File: src/rtl/axi_prefetch_rd_pkg.sv
// Shared AXI constants and types for the instruction prefetch read master.
package axi_pkg;

    localparam logic [1:0] AXI_BURST_FIXED = 2'b00;
    localparam logic [1:0] AXI_BURST_INCR  = 2'b01;
    localparam logic [1:0] AXI_BURST_WRAP  = 2'b10;

    typedef enum logic [1:0] {IDLE, ADDR, DATA} fetch_state_t;

    typedef struct packed {
        logic [31:0] addr;
        logic [31:0] data;
    } fifo_entry_t;

endpackage

File: src/rtl/axi_prefetch_rd_if.sv
// AXI read address/data channel bundle between the prefetcher and the ROM slave.
interface axi_prefetch_rd_if;
    logic        axi_ARVALID;
    logic        axi_ARREADY;
    logic [31:0] axi_AR;
    logic [7:0]  axi_ARLEN;
    logic [1:0]  axi_ARBURST;
    logic [31:0] axi_R;
    logic        axi_RVALID;
    logic        axi_RREADY;
    logic        axi_RLAST;

    modport master (
        output axi_ARVALID, axi_AR, axi_ARLEN, axi_ARBURST, axi_RREADY,
        input  axi_ARREADY, axi_R, axi_RVALID, axi_RLAST
    );

    modport slave (
        input  axi_ARVALID, axi_AR, axi_ARLEN, axi_ARBURST, axi_RREADY,
        output axi_ARREADY, axi_R, axi_RVALID, axi_RLAST
    );
endinterface

File: src/rtl/axi_prefetch_rd_fifo.sv
// Synchronous word buffer; flush beats push, and push+pop is legal even when full.
module prefetch_fifo #(
    parameter int DEPTH = 8,
    parameter int W     = 64,
    localparam int AW   = $clog2(DEPTH),
    localparam int CW   = AW + 1
) (
    input  logic          clk,
    input  logic          rstn,
    input  logic          push,
    input  logic [W-1:0]  din,
    input  logic          pop,
    input  logic          flush,
    output logic [W-1:0]  dout,
    output logic          full,
    output logic          empty,
    output logic [CW-1:0] count
);

    logic [W-1:0]  mem [DEPTH];
    logic [AW-1:0] rd_ptr, wr_ptr;
    logic          do_push, do_pop;

    assign empty   = (count == '0);
    assign full    = (count == CW'(DEPTH));
    assign do_pop  = pop & ~empty;
    assign do_push = push & (~full | do_pop);
    // Head is masked while empty so stale storage never reaches the consumer.
    assign dout    = empty ? '0 : mem[rd_ptr];

    always_ff @(posedge clk or negedge rstn) begin
        if (!rstn) begin
            rd_ptr <= '0;
            wr_ptr <= '0;
            count  <= '0;
        end else if (flush) begin
            rd_ptr <= '0;
            wr_ptr <= '0;
            count  <= '0;
        end else begin
            if (do_push) wr_ptr <= wr_ptr + AW'(1);
            if (do_pop)  rd_ptr <= rd_ptr + AW'(1);
            count <= count + CW'(do_push) - CW'(do_pop);
        end
    end

    always_ff @(posedge clk) begin
        if (do_push && !flush) mem[wr_ptr] <= din;
    end

endmodule

File: src/rtl/axi_prefetch_rd.sv
// Prefetching AXI read master: streams INCR line bursts from a start address into a word FIFO.
module axi_prefetch_rd
    import axi_pkg::*;
#(
    parameter int LINE_WORDS = 4,
    parameter int FIFO_DEPTH = 8
) (
    input  logic        clk,
    input  logic        rstn,
    input  logic        req_valid,
    output logic        req_ready,
    input  logic [31:0] req_addr,
    output logic        q_valid,
    input  logic        q_ready,
    output logic [31:0] q_data,
    output logic [31:0] q_addr,
    axi_prefetch_rd_if.master axi
);

    localparam int          CW     = $clog2(FIFO_DEPTH) + 1;
    localparam int          BW     = $clog2(LINE_WORDS);
    localparam logic [31:0] STRIDE = 32'(4 * LINE_WORDS);

    fetch_state_t  state, state_nxt;
    logic [31:0]   fetch_ptr, beat_addr, ar_q, req_al;
    logic [BW-1:0] beat_cnt;
    logic          running, discard;
    logic          accept, ar_hs, rbeat, end_beat, has_room;
    logic          f_push, f_pop, f_full, f_empty;
    logic [CW-1:0] f_count;
    fifo_entry_t   f_din, f_dout;

    assign req_al   = {req_addr[31:2], 2'b00};
    assign accept   = req_valid & req_ready;
    assign ar_hs    = axi.axi_ARVALID & axi.axi_ARREADY;
    assign rbeat    = axi.axi_RVALID & axi.axi_RREADY;
    assign end_beat = rbeat & (axi.axi_RLAST | (beat_cnt == BW'(LINE_WORDS - 1)));
    assign has_room = (CW'(FIFO_DEPTH) - f_count) >= CW'(LINE_WORDS);

    // A beat landing in the redirect cycle belongs to the old stream and is dropped.
    assign f_push = rbeat & ~discard & ~accept;
    assign f_pop  = q_valid & q_ready & ~accept;
    assign f_din  = '{addr: beat_addr, data: axi.axi_R};

    always_ff @(posedge clk or negedge rstn) begin
        if (!rstn) state <= IDLE;
        else       state <= state_nxt;
    end

    always_comb begin
        state_nxt = state;
        case (state)
            IDLE: if (accept || (running && !discard && has_room)) state_nxt = ADDR;
            ADDR: if (axi.axi_ARREADY) state_nxt = DATA;
            DATA: if (end_beat) state_nxt = IDLE;
            default: state_nxt = IDLE;
        endcase
    end

    always_comb begin
        req_ready       = (state != ADDR);
        axi.axi_ARVALID = (state == ADDR);
        axi.axi_RREADY  = (state == DATA);
        axi.axi_AR      = ar_q;
        axi.axi_ARLEN   = 8'(LINE_WORDS - 1);
        axi.axi_ARBURST = AXI_BURST_INCR;
    end

    always_ff @(posedge clk or negedge rstn) begin
        if (!rstn) begin
            fetch_ptr <= '0;
            beat_addr <= '0;
            ar_q      <= '0;
            beat_cnt  <= '0;
            running   <= 1'b0;
            discard   <= 1'b0;
        end else begin
            if (accept) begin
                fetch_ptr <= req_al;
                running   <= 1'b1;
            end else if (ar_hs) begin
                fetch_ptr <= fetch_ptr + STRIDE;
            end
            // Redirect from IDLE issues straight away so ARVALID appears one cycle after accept.
            if (state == IDLE && state_nxt == ADDR) ar_q <= accept ? req_al : fetch_ptr;
            if (ar_hs) begin
                beat_addr <= ar_q;
                beat_cnt  <= '0;
            end else if (rbeat) begin
                beat_addr <= beat_addr + 32'd4;
                beat_cnt  <= beat_cnt + BW'(1);
            end
            if (end_beat)                    discard <= 1'b0;
            else if (accept && state == DATA) discard <= 1'b1;
        end
    end

    prefetch_fifo #(.DEPTH(FIFO_DEPTH), .W(64)) u_fifo (
        .clk   (clk),
        .rstn  (rstn),
        .push  (f_push),
        .din   (f_din),
        .pop   (f_pop),
        .flush (accept),
        .dout  (f_dout),
        .full  (f_full),
        .empty (f_empty),
        .count (f_count)
    );

    assign q_valid = ~f_empty;
    assign q_data  = f_dout.data;
    assign q_addr  = f_dout.addr;

endmodule

File: src/flat_wrapper.sv
// flat-port wrapper written by rule: the top's interface ports become plain ports
module axi_prefetch_rd_flat import axi_pkg::*;
#(
    parameter int LINE_WORDS = 4,
    parameter int FIFO_DEPTH = 8
)
  (clk, rstn, req_valid, req_ready, req_addr, q_valid, q_ready, q_data, q_addr, axi_axi_ARVALID, axi_axi_AR, axi_axi_ARLEN, axi_axi_ARBURST, axi_axi_RREADY, axi_axi_ARREADY, axi_axi_R, axi_axi_RVALID, axi_axi_RLAST);
  axi_prefetch_rd_if axi_i ();
  input  logic clk;
  input  logic rstn;
  input  logic req_valid;
  output logic req_ready;
  input  logic [31:0] req_addr;
  output logic q_valid;
  input  logic q_ready;
  output logic [31:0] q_data;
  output logic [31:0] q_addr;
  output wire logic [$bits(axi_i.axi_ARVALID)-1:0] axi_axi_ARVALID;
  output wire logic [$bits(axi_i.axi_AR)-1:0] axi_axi_AR;
  output wire logic [$bits(axi_i.axi_ARLEN)-1:0] axi_axi_ARLEN;
  output wire logic [$bits(axi_i.axi_ARBURST)-1:0] axi_axi_ARBURST;
  output wire logic [$bits(axi_i.axi_RREADY)-1:0] axi_axi_RREADY;
  input wire logic [$bits(axi_i.axi_ARREADY)-1:0] axi_axi_ARREADY;
  input wire logic [$bits(axi_i.axi_R)-1:0] axi_axi_R;
  input wire logic [$bits(axi_i.axi_RVALID)-1:0] axi_axi_RVALID;
  input wire logic [$bits(axi_i.axi_RLAST)-1:0] axi_axi_RLAST;
  assign axi_axi_ARVALID = axi_i.axi_ARVALID;
  assign axi_axi_AR = axi_i.axi_AR;
  assign axi_axi_ARLEN = axi_i.axi_ARLEN;
  assign axi_axi_ARBURST = axi_i.axi_ARBURST;
  assign axi_axi_RREADY = axi_i.axi_RREADY;
  assign axi_i.axi_ARREADY = axi_axi_ARREADY;
  assign axi_i.axi_R = axi_axi_R;
  assign axi_i.axi_RVALID = axi_axi_RVALID;
  assign axi_i.axi_RLAST = axi_axi_RLAST;
  axi_prefetch_rd #(.LINE_WORDS(LINE_WORDS), .FIFO_DEPTH(FIFO_DEPTH)) u_core (.clk(clk), .rstn(rstn), .req_valid(req_valid), .req_ready(req_ready), .req_addr(req_addr), .q_valid(q_valid), .q_ready(q_ready), .q_data(q_data), .q_addr(q_addr), .axi(axi_i));
endmodule
File: config.mk
export PLATFORM = sky130hd
export DESIGN_NAME = axi_prefetch_rd_flat
export DESIGN_NICKNAME = d
export VERILOG_FILES = /design/src/rtl/axi_prefetch_rd_pkg.sv /design/src/rtl/axi_prefetch_rd_if.sv /design/src/rtl/axi_prefetch_rd_fifo.sv /design/src/rtl/axi_prefetch_rd.sv /design/src/flat_wrapper.sv
export SDC_FILE = /design/constraint.sdc
export NUM_CORES = 1
export LEC_CHECK = 0
export CAP_MARGIN = 15
export CORE_ASPECT_RATIO = 1.75
export CORE_UTILIZATION = 55
export DETAILED_ROUTE_END_ITERATION = 8
export HOLD_SLACK_MARGIN = 0.15
export PLACE_DENSITY = 0.75
export SYNTH_ARGS = -nofsm -noshare
export SYNTH_HDL_FRONTEND = slang
export SYNTH_HIERARCHICAL = 1
export SYNTH_SLANG_ARGS = --single-unit
export TNS_END_PERCENT = 1
File: constraint.sdc
create_clock -name clk -period 13.36 [get_ports clk]
set_input_delay 4.008 -clock clk [delete_from_list [all_inputs] [get_ports clk]]
set_output_delay 4.008 -clock clk [all_outputs]
set_load 0.05 [all_outputs]
==> results.json <==
{
  "worst_skew_pair.late_latency_ps": 590,
  "drt-wirelength-per-cell_um": 23.9,
  "power_uw": 6370,
  "area_growth_pct": 16.0,
  "yosysWarnings": 6,
  "layout_commonest_cell": "edfxtp_1",
  "regArea_um2": 18100,
  "layout-drive-gt1-share_pct": 16.5,
  "gp_congestion": 0.847,
  "antenna_cells": 0,
  "rsz0062_at_grt": "false",
  "cp_data_required_time_ps": 9350,
  "multi_input_area_um2": 6580,
  "min_period_ps": 8200,
  "routed_wirelength_um": 52600,
  "antenna_found_initial": 0,
  "status": "complete, no violations",
  "core-area_um2": 45100,
  "hold_viol": 0,
  "grt_pass1_wl_um": 81500,
  "post-cts-setup-buffers": 0,
  "drt-pass1-iter-count": 5,
  "boundaryPins": 181,
  "grt_use_total_pct": 23.2,
  "dp_hpwl_um": 29700,
  "worst_pin_slew_ps": 1070,
  "power_density_nw_per_um2": 219,
  "ctsResizeCount": 0,
  "ir_drop_uv": 188,
  "drtIter0Drc": 1056,
  "avgSynthCellArea_um2": 17.7,
  "root_buffer": "clkbuf_16",
  "leakage_uw": 0.00995,
  "met3_usage_pct": 3.05,
  "grt_overflow_total": 0,
  "postCtsHoldBufs": 0,
  "gr-max-usage-layer": "met2",
  "avgViaCountPerCell": 6.25,
  "final_core_util_pct": 64.5,
  "die_h_um": 285,
  "nFillCells": 3123,
  "cts_made_buffers": 51,
  "netlist_instances": 1417,
  "finalHoldWorstSlack_ps": 439,
  "fmax_mhz": 122,
  "htreeDepth": 2,
  "finalInstanceArea_um2": 29100,
  "grt_max_degree": 70,
  "met1_usage_pct": 30.4,
  "grt_pass1_vias": 14100,
  "setup_viol": 0,
  "die_area_um2": 46500,
  "io_buffers": 168,
  "slew_viol_final": 0,
  "finalSetupTns_ps": 0,
  "clock-sinks": 620,
  "antenna_left": 0,
  "synthesis.area_um2": 25100,
  "critPathCaptureType": "output port",
  "min_period_over_period_pct": 61.4,
  "std_cell_rows": 103,
  "start_util_pct": 55.6,
  "cts_tree": "done",
  "final_cell_mix": "edfxtp_1 (512), clkdlybuf4s50_1 (167), mux4_2 (128)",
  "drv_cap": 0,
  "place_area_um2": 27300,
  "drcViolationCount": 0,
  "crit_type": "reg2out",
  "die_w_um": 163,
  "cp.arrival_ps": 4200,
  "critPathLaunchType": "flop",
  "hold_path.class": "reg2reg",
  "dr_total_vias": 13800,
  "finalNetCount": 1664,
  "critical_path.max_fanout": 52,
  "slew_headroom_pct": 28.4,
  "clockBufferDepth": 3,
  "skew_ps": 21.3,
  "grt_use_met2_pct": 40.0,
  "path_clk_slew_ps": 70
}
==> critical path: stages, from the launching register on <==
cell	delay, ps
dfrtp_4	1070
buf_4	830
mux4_2	600
a22o_1	300
clkdlybuf4s50_1	720
==> final timing paths <==
path                       slack (ps)  cells after the start                  endpoint               startpoint
max                              5160                      4                q_addr[12]  u_core/u_fifo/rd_ptr[0]
min                               440                      2            u_core/running           u_core/running
max reg2reg                      8780                      7  u_core/u_fifo/mem[7][30]          u_core/state[1]
min reg2reg                       440                      2            u_core/running           u_core/running
max in group asynchronous        8560                      2   u_core/u_fifo/rd_ptr[1]                     rstn
min in group asynchronous        3390                      1       u_core/fetch_ptr[7]                     rstn
==> state kept, by name, summed over array words and instances, names as in the netlist <==
register              flops
u_core/state              2
u_core/u_fifo/count       4
u_core/u_fifo/rd_ptr      3
u_core/discard            1
u_core/u_fifo/wr_ptr      3
u_core/beat_addr         31
u_core/running            1
u_core/axi.axi_AR        31
u_core/fetch_ptr         30
u_core/beat_cnt           2
u_core/u_fifo/mem       512
==> final cells by class <==
cell class              instances  share of cell area (%)
clock buffers                  60                    4.65
clock inverters                36                    1.48
inverters                      14                   0.181
multi-input cells             700                    22.6
flip-flops and latches        620                    62.1
well taps                     577                    2.48
repair buffers                195                    6.47
==> power by group <==
group	switching [µW]	total [µW]	leakage (µW)	internal, µW
registers	326	2660	0.00601	2340
clock network	671	1580	0.000862	904
logic	1280	2130	0.00308	851
total	2270	6370	0.00995	4090
==> metal layers <==
| layer | routed length, µm | up-vias |
|---|---|---|
| li1 | - | 6043 |
| met1 | 20400 | 7093 |
| met2 | 27500 | 532 |
| met3 | 3060 | 97 |
| met4 | 1630 | 0 |
| met5 | 0 | - |
==> stage by stage <==
step,setup WS [ps],instances
final,5160,2202
after global routing,4830,2202
after global placement,4970,2106
after detailed placement,4840,2106
after floorplan,767,1425
after CTS,4990,2202
(Power assumes the default switching activity.)
